--- src/rtl/ctrl_seq.sv ---
// Registered control sequencer for the 9-bit accumulator ISA: multi-word instruction FSM,
// pending-op and compare-flag registers, with stall, sticky halt and illegal-op detection.
//
// state | meaning
// ------+-----------------------------------------------------------
// REG   | decode a single-word or first word of a multi-word instr
// TGT   | word is an address operand (branch / math / store)
// IMM   | word is an immediate operand for the pending math op
// SKIP  | operand of a not-taken branch, discarded
// HALT  | program done, Ack held until Reset
module ctrl_seq #(
  parameter int IW = 9,
  parameter int DW = 8,
  parameter int AW = 8,
  parameter int PW = 9
) (
  input  logic          Clk,
  input  logic          Reset,
  input  logic [IW-1:0] Instruction,
  input  logic          InstrValid,
  input  logic [2:0]    ALUFlags,
  output logic          PcAdvance,
  output logic          BranchEn,
  output logic [PW-1:0] BranchTarget,
  output logic [3:0]    OPCode,
  output logic [1:0]    ALUInput,
  output logic [DW-1:0] ImmediateOut,
  output logic [AW-1:0] MemoryTarget,
  output logic          MemAddrCtrl,
  output logic          MemValueCtrl,
  output logic          MemWrEn,
  output logic          AccLoadEn,
  output logic          AccClr,
  output logic          RegClr,
  output logic          LFSRSetState,
  output logic          LFSRSetTapPtrn,
  output logic          LFSRShift,
  output logic [2:0]    CMPBits,
  output logic [2:0]    State,
  output logic          Ack,
  output logic          IllegalOp
);

  typedef enum logic [2:0] {
    S_REG  = 3'd0,
    S_TGT  = 3'd1,
    S_IMM  = 3'd2,
    S_SKIP = 3'd3,
    S_HALT = 3'd4
  } state_t;

  typedef enum logic [1:0] {
    K_BRANCH = 2'd0,
    K_MATH   = 2'd1,
    K_STORE  = 2'd2
  } kind_t;

  state_t     state, state_nxt;
  kind_t      pend_kind, pend_kind_nxt;
  logic [3:0] pend_op, pend_op_nxt;
  logic [2:0] cmp_bits;
  logic       cmp_load;

  logic       fld_b;
  logic [3:0] fld_f;
  logic [3:0] fld_s;
  logic [1:0] fld_a;
  logic       taken;

  assign fld_b = Instruction[IW-1];
  assign fld_f = Instruction[IW-2 -: 4];
  assign fld_s = Instruction[3:0];
  assign fld_a = Instruction[3:2];

  // Flags are {zero, eq, gt}; branches test the registered copy from the last CMP.
  always_comb begin
    taken = 1'b0;
    case (fld_f[2:0])
      3'b000:  taken = 1'b1;
      3'b001:  taken = cmp_bits[2];
      3'b010:  taken = cmp_bits[0];
      3'b011:  taken = cmp_bits[0] | cmp_bits[1];
      3'b100:  taken = ~cmp_bits[0];
      3'b101:  taken = ~cmp_bits[0] | cmp_bits[1];
      3'b110:  taken = cmp_bits[1];
      default: taken = ~cmp_bits[1];
    endcase
  end

  always_ff @(posedge Clk or posedge Reset) begin
    if (Reset) begin
      state     <= S_REG;
      pend_op   <= 4'd0;
      pend_kind <= K_BRANCH;
      cmp_bits  <= 3'd0;
    end else if (InstrValid) begin
      state     <= state_nxt;
      pend_op   <= pend_op_nxt;
      pend_kind <= pend_kind_nxt;
      if (cmp_load) cmp_bits <= ALUFlags;
    end
  end

  always_comb begin
    state_nxt      = state;
    pend_op_nxt    = pend_op;
    pend_kind_nxt  = pend_kind;
    cmp_load       = 1'b0;
    PcAdvance      = 1'b0;
    BranchEn       = 1'b0;
    BranchTarget   = '0;
    OPCode         = 4'd0;
    ALUInput       = 2'b00;
    ImmediateOut   = Instruction[DW-1:0];
    MemoryTarget   = Instruction[AW-1:0];
    MemAddrCtrl    = 1'b0;
    MemValueCtrl   = 1'b0;
    MemWrEn        = 1'b0;
    AccLoadEn      = 1'b0;
    AccClr         = 1'b0;
    RegClr         = 1'b0;
    LFSRSetState   = 1'b0;
    LFSRSetTapPtrn = 1'b0;
    LFSRShift      = 1'b0;
    Ack            = 1'b0;
    IllegalOp      = 1'b0;

    case (state)
      S_REG: begin
        if (fld_b) begin
          if (fld_f[3]) begin
            pend_kind_nxt = K_BRANCH;
            state_nxt     = taken ? S_TGT : S_SKIP;
          end else begin
            IllegalOp = 1'b1;
          end
        end else if (fld_f == 4'd0) begin
          case (fld_s)
            4'b0000: ;
            4'b0001: AccClr         = 1'b1;
            4'b0010: RegClr         = 1'b1;
            4'b0011: LFSRSetState   = 1'b1;
            4'b0100: LFSRSetTapPtrn = 1'b1;
            4'b0101: LFSRShift      = 1'b1;
            4'b1000: cmp_load       = 1'b1;
            4'b1100: begin
              pend_kind_nxt = K_STORE;
              state_nxt     = S_TGT;
            end
            4'b1110: begin
              MemWrEn      = 1'b1;
              MemValueCtrl = 1'b1;
            end
            4'b1111: begin
              Ack       = 1'b1;
              state_nxt = S_HALT;
            end
            default: IllegalOp = 1'b1;
          endcase
        end else begin
          OPCode = fld_f;
          case (fld_a)
            2'b00: AccLoadEn = 1'b1;
            2'b01: begin
              pend_op_nxt   = fld_f;
              pend_kind_nxt = K_MATH;
              state_nxt     = S_TGT;
            end
            2'b10: begin
              pend_op_nxt = fld_f;
              state_nxt   = S_IMM;
            end
            default: IllegalOp = 1'b1;
          endcase
        end
      end
      S_TGT: begin
        state_nxt = S_REG;
        case (pend_kind)
          K_BRANCH: begin
            BranchEn     = 1'b1;
            BranchTarget = Instruction[PW-1:0];
          end
          K_MATH: begin
            OPCode      = pend_op;
            ALUInput    = 2'b01;
            MemAddrCtrl = 1'b1;
            AccLoadEn   = 1'b1;
          end
          default: begin
            MemWrEn      = 1'b1;
            MemAddrCtrl  = 1'b1;
            MemValueCtrl = 1'b1;
          end
        endcase
      end
      S_IMM: begin
        OPCode    = pend_op;
        ALUInput  = 2'b10;
        AccLoadEn = 1'b1;
        state_nxt = S_REG;
      end
      S_SKIP: state_nxt = S_REG;
      default: begin
        Ack       = 1'b1;
        state_nxt = S_HALT;
      end
    endcase

    PcAdvance = InstrValid & (state != S_HALT) & ~BranchEn;

    // A stall suppresses every strobe; Ack survives only as the sticky HALT indication.
    if (!InstrValid) begin
      BranchEn       = 1'b0;
      MemWrEn        = 1'b0;
      AccLoadEn      = 1'b0;
      AccClr         = 1'b0;
      RegClr         = 1'b0;
      LFSRSetState   = 1'b0;
      LFSRSetTapPtrn = 1'b0;
      LFSRShift      = 1'b0;
      IllegalOp      = 1'b0;
      Ack            = (state == S_HALT);
    end

    if (Reset) begin
      PcAdvance      = 1'b0;
      BranchEn       = 1'b0;
      BranchTarget   = '0;
      OPCode         = 4'd0;
      ALUInput       = 2'b00;
      ImmediateOut   = '0;
      MemoryTarget   = '0;
      MemAddrCtrl    = 1'b0;
      MemValueCtrl   = 1'b0;
      MemWrEn        = 1'b0;
      AccLoadEn      = 1'b0;
      AccClr         = 1'b0;
      RegClr         = 1'b0;
      LFSRSetState   = 1'b0;
      LFSRSetTapPtrn = 1'b0;
      LFSRShift      = 1'b0;
      Ack            = 1'b0;
      IllegalOp      = 1'b0;
    end
  end

  assign State   = state;
  assign CMPBits = cmp_bits;

endmodule
--- config.mk ---
export PLATFORM = sky130hd
export DESIGN_NAME = ctrl_seq
export DESIGN_NICKNAME = d
export VERILOG_FILES = /design/src/rtl/ctrl_seq.sv
export SDC_FILE = /design/constraint.sdc
export NUM_CORES = 1
export LEC_CHECK = 0
export CORE_ASPECT_RATIO = 1.2
export CORE_UTILIZATION = 43
export DETAILED_ROUTE_END_ITERATION = 8
export HOLD_SLACK_MARGIN = 0.1
export PLACE_DENSITY = 0.89
export SLEW_MARGIN = 20
export SYNTH_ARGS = -nofsm -noshare
export SYNTH_HDL_FRONTEND = slang
export SYNTH_SLANG_ARGS = --single-unit
--- constraint.sdc ---
create_clock -name Clk -period 3.7 [get_ports Clk]
set_input_delay 0.555 -clock Clk [delete_from_list [all_inputs] [get_ports Clk]]
set_output_delay 0.555 -clock Clk [all_outputs]
set_load 0.02 [all_outputs]
Word-level counts from Yosys, hierarchy flattened
Index checks and enable logic that the tools add are counted.

Logic and storage cells: 153. Flip-flop bits (word level): 12. Bits of input ports: 15.

Bitwise gates (word level): 9. Multiplexer cells: 96. Eq/ne operators: 28. Reductions and logical operators: 16.

Operators by type and width (count): two-way mux 1 bit (69); two-way mux 9 bit (3); one-hot mux 3 bit (2 select lines) (3); == test 4 bit (second input constant) (4); two-way mux 4 bit (4); two-way mux 2 bit (7); == test 3 x 2 -> 1 bit (second input constant) (4); == test 3 bit (second input constant) (4); one-hot mux 4 bit (3 select lines) (1); inequality test 5 x 3 -> 1 bit (second input constant) (2); AND reduction 5 bit (2); OR reduction 10 bit (1); two-way mux 3 bit (3); == test 4 x 2 -> 1 bit (second input constant) (2); == test 4 x 3 -> 1 bit (second input constant) (2); zero test 4 bit (2); two-way mux 8 bit (1); one-hot mux 1 bit (7 select lines) (1); == test 3 x 1 -> 1 bit (second input constant) (2); zero test 3 bit (2); inequality test 3 bit (second input constant) (2); OR reduction 3 bit (2); inverter 1 bit (5); == test 2 x 1 -> 1 bit (second input constant) (2); 14 further kinds (19).

Logic depth before layout (Yosys ltp)
Depth in word-level cells: 8. Gate-level depth with buffers: 6. Mapped depth without buffers: 6.

Least setup slack after synthesis
OpenSTA, ideal clock, no wires.

Path kind: input to output. Start: in Reset. End: out AccLoadEn. Stages: 4. Required time: 3.145 ns. Path slack: 0.834 ns. Data arrival time: 2.311 ns. Cells stage by stage: clkbuf_1 -> inv_1 -> nand2_1 -> a2111oi_0.

Word-level cells in the longest chain between the ends: 1.

Ends and longest elaborated chain: start, declared (RTL line 18) `input logic Reset,`; two-way mux 1 bit (RTL line 226) `if (Reset) begin`; end, declared (RTL line 32) `output logic AccLoadEn,`.

No other way between the ends.

Final worst setup path
Start: in Instruction[6]. End: out Ack.

Word-level cells in the longest chain between the ends: 6.

Ends and longest elaborated chain: start, declared (RTL line 19) `input logic [IW-1:0] Instruction,`; zero test 4 bit (RTL line 137) `end else if (fld_f == 4'd0) begin`; two-way mux 1 bit (RTL line 137); two-way mux 1 bit (RTL line 130) `if (fld_b) begin`; one-hot mux 1 bit (2 select lines) (RTL line 128) `case (state)`; two-way mux 1 bit (RTL line 213) `if (!InstrValid) begin`; two-way mux 1 bit (RTL line 226); end, declared (RTL line 40) `output logic Ack,`.

No other way between the ends.

==> flow_summary_export.csv <==
group,metric,value,unit
outcome,status,"completed",
timing,hold_viol,0,
power_and_ir_drop,p_leak,0.764,nW
logic_synthesis,syn-mean-instance-area,8.08,um^2
clocking,cts_buffers,3,
hold_path,holdCritPathClass,"reg -> reg",
clocking,cts.sinks,12,
routing,drt_iter0_markers,42,
routing,wl_met3,193,um
worst_setup_path,crit_type,"in -> out",
routing,drt-total-wl,3680,um
logic_synthesis,ys.flop_type,"dfrtp_1",
worst_setup_path,cp_data_arrival_time,2.89,ns
worst_setup_path,cp.required,3.14,ns
logic_synthesis,ys_seq_elements,12,
clocking,cts.clk_slew.worst_paths,0.07,ns
logic_synthesis,synth_edf_count,0,
die,pin_count,65,
timing,rsz0062_at_grt,"false",
routing,postRouteAntennaNets,0,
cells_and_area,antenna_cells,0,
die,fp.dieW,51.7,um
global_routing,grt_overflow,0,
clocking,cts_buffer_depth,2,
worst_setup_path,critPathTopFamily,"buffers and inverters",
timing,drv_slew,0,
die,initial_utilization,0.454,
timing,skew,0.00124,ns
worst_setup_path,path_cells,"clkdlybuf4s50_1 -> nor4_4 -> nand4_1 -> or3_1 -> a21oi_1 -> clkdlybuf4s50_1",
logic_synthesis,async_reset_ff_frac,1.00,
logic_synthesis,synth_area_leader_cell,"dfrtp_1",
die,core,0.00281,mm^2
worst_setup_path,worst-path-buf-inv,2,
worst_setup_path,slowest_delay,0.61,ns
cells_and_area,final_nets,234,
die,fp.dieH,61.7,um
die,rows,21,
worst_setup_path,startpoint_type,"input port",
logic_synthesis,yosys.cell_types.count,44,
routing,drc_errors,0,
routing,wl_met2,2010,um
clocking,htree_levels,1,
cells_and_area,finish.utilization,0.683,
routing,dr.pass1.iters,4,
timing,worst_slew_pin_slew,0.612,ns
placement,gp_congestion,0.829,
clocking,postCtsSetupBuffers,0,
clocking,cts_tree,"yes",
logic_synthesis,synth.top_cells.by_count,"nor2_1, dfrtp_1, a21oi_1, buf_4, inv_1",
routing,top_layer,"met4",
power_and_ir_drop,p_per_area,273,mW/mm^2
cells_and_area,final_layout_size_suffix_gt1_frac,0.108,
routing,vias,1399,
power_and_ir_drop,peakVddDrop,0.340,mV
worst_setup_path,cp_common_cell,"clkdlybuf4s50_1",
worst_setup_path,crit_path_end_kind,"primary output",
clocking,clockRootBuffer,"clkbuf_4",
logic_synthesis,yosysMostFrequentCell,"nor2_1",
global_routing,grt_pass1_vias,1268,
cells_and_area,area_delta_synth_final,50.5,%
timing,fmaxAchievable,290,MHz
placement,pre_cts_ws,0.265,ns
logic_synthesis,syn_area,0.00128,mm^2
logic_synthesis,yosys_warnings,0,
global_routing,grt_max_degree,20,
routing,wire_per_inst,14.9,um
routing,wl_met1,1460,um
timing,fin_tns_setup,0,ns
placement,port-buffer-count,64,
global_routing,grtUsageTotal,0.249,
logic_synthesis,yosysSeqAreaShare,0.235,
placement,hpwl,2940,um
timing,setup_viol_count_final,0,
flow_run,cap_viol_max_count,0,
clocking,cts_hold_buf,0,
worst_setup_path,crit_fanout,8,
timing,fin_crit,3.45,ns
global_routing,antenna_found_initial,0,
logic_synthesis,postSynthCellCount,158,
timing,relSlewSlack,0.592,
timing,period_share,0.932,
worst_setup_path,rrSetupSlack,1.77,ns
worst_setup_path,cpMaxStageDelayCell,"clkdlybuf4s50_1",
clocking,clk_latency,0.27,ns
logic_synthesis,synthesis.nets,178,
global_routing,grt_first_pass_wirelength,5890,um
logic_synthesis,synthTopCellsByArea,"dfrtp_1, nor2_1, buf_4",
clocking,cts-resized-gates,0,
die,die-area,0.00319,mm^2
timing,finalWorstSetupSlack,0.251,ns
logic_synthesis,yosysTopAreaCellShare,0.235,
routing,via_per_inst,5.66,
where the power goes:
group | switching, mW | internal, mW | leakage, nW | total (mW)
clock | 0.0420 | 0.0598 | 0.0210 | 0.102
sequential | 0.0252 | 0.155 | 0.157 | 0.180
combinational | 0.128 | 0.116 | 0.587 | 0.243
total | 0.195 | 0.330 | 0.764 | 0.525
final cells by class:
cell class | instances | area (um^2)
fill | 225 | 891
multi-input combinational | 119 | 830
timing repair buffer | 69 | 678
sequential | 12 | 300
tap | 34 | 42.5
clock buffer | 4 | 36.3
inverter | 9 | 33.8
stage by stage:
| stage | total power [mW] | cell area [um^2] | hold WS [ns] | std cells |
|---|---|---|---|---|
| floorplan | 0.330 | 1280 | 0.480 | 158 |
| global placement | 0.419 | 1880 | 0.487 | 243 |
| detailed placement | 0.425 | 1880 | 0.500 | 243 |
| CTS | 0.527 | 1920 | 0.517 | 247 |
| global route | 0.557 | 1920 | 0.532 | 247 |
| finish | 0.525 | 1920 | 0.517 | 247 |
cell families after synthesis:
logic type	after synthesis	synth area share
AOI/OAI and AO/OA	33	0.163
xor gates and xnor gates	1	0.00686
adders and majority gates	5	0.0490
buffers and inverters	27	0.115
DFF	12	0.235
muxes	7	0.0706
and+or+nand+nor	73	0.361
per-layer routing:
layer  global-route usage  vias to the layer above
met3               0.0444                        2
met1                0.314                      669
met5                    0                        -
li1                     -                      670
met2                0.447                       58
met4               0.0463                        0
path summary, 6_finish.rpt:
path | startpoint | end | cells past startpoint
worst max register to register | State[2] | CMPBits[2] | 4
worst min register to register | pend_op[1] | pend_op[1] | 1
max in group asynchronous | Reset | pend_op[1] | 4
min in group asynchronous | Reset | State[2] | 3
worst max-delay path | Instruction[6] | Ack | 6
worst min-delay path | pend_op[1] | pend_op[1] | 1
registers in the layout, indices dropped and copies added, names as in the netlist:
name,cells
State,3
CMPBits,3
pend_kind,2
pend_op,4
worst register-to-register path, cell delays in order (launching register included):
cell	delay, ns
dfrtp_1	0.60
nor4_4	0.50
and2_4	0.25
nand4_4	0.13
mux2_4	0.33
cell usage in the layout (no fill, tap or decap), types with 3 or more instances in the layout:
cell / n
a21oi_1: 10
a22oi_1: 4
and2_1: 5
buf_4: 5
clkbuf_4: 3
clkdlybuf4s50_1: 64
dfrtp_1: 12
ha_1: 5
inv_1: 9
mux2_2: 4
mux2_4: 3
nand2_1: 7
nand2b_1: 4
nand3_1: 4
nor2_1: 21
nor2b_1: 5
nor3_1: 4
nor4_1: 6
o21ai_0: 8
Power figures use the tool's default switching activity.
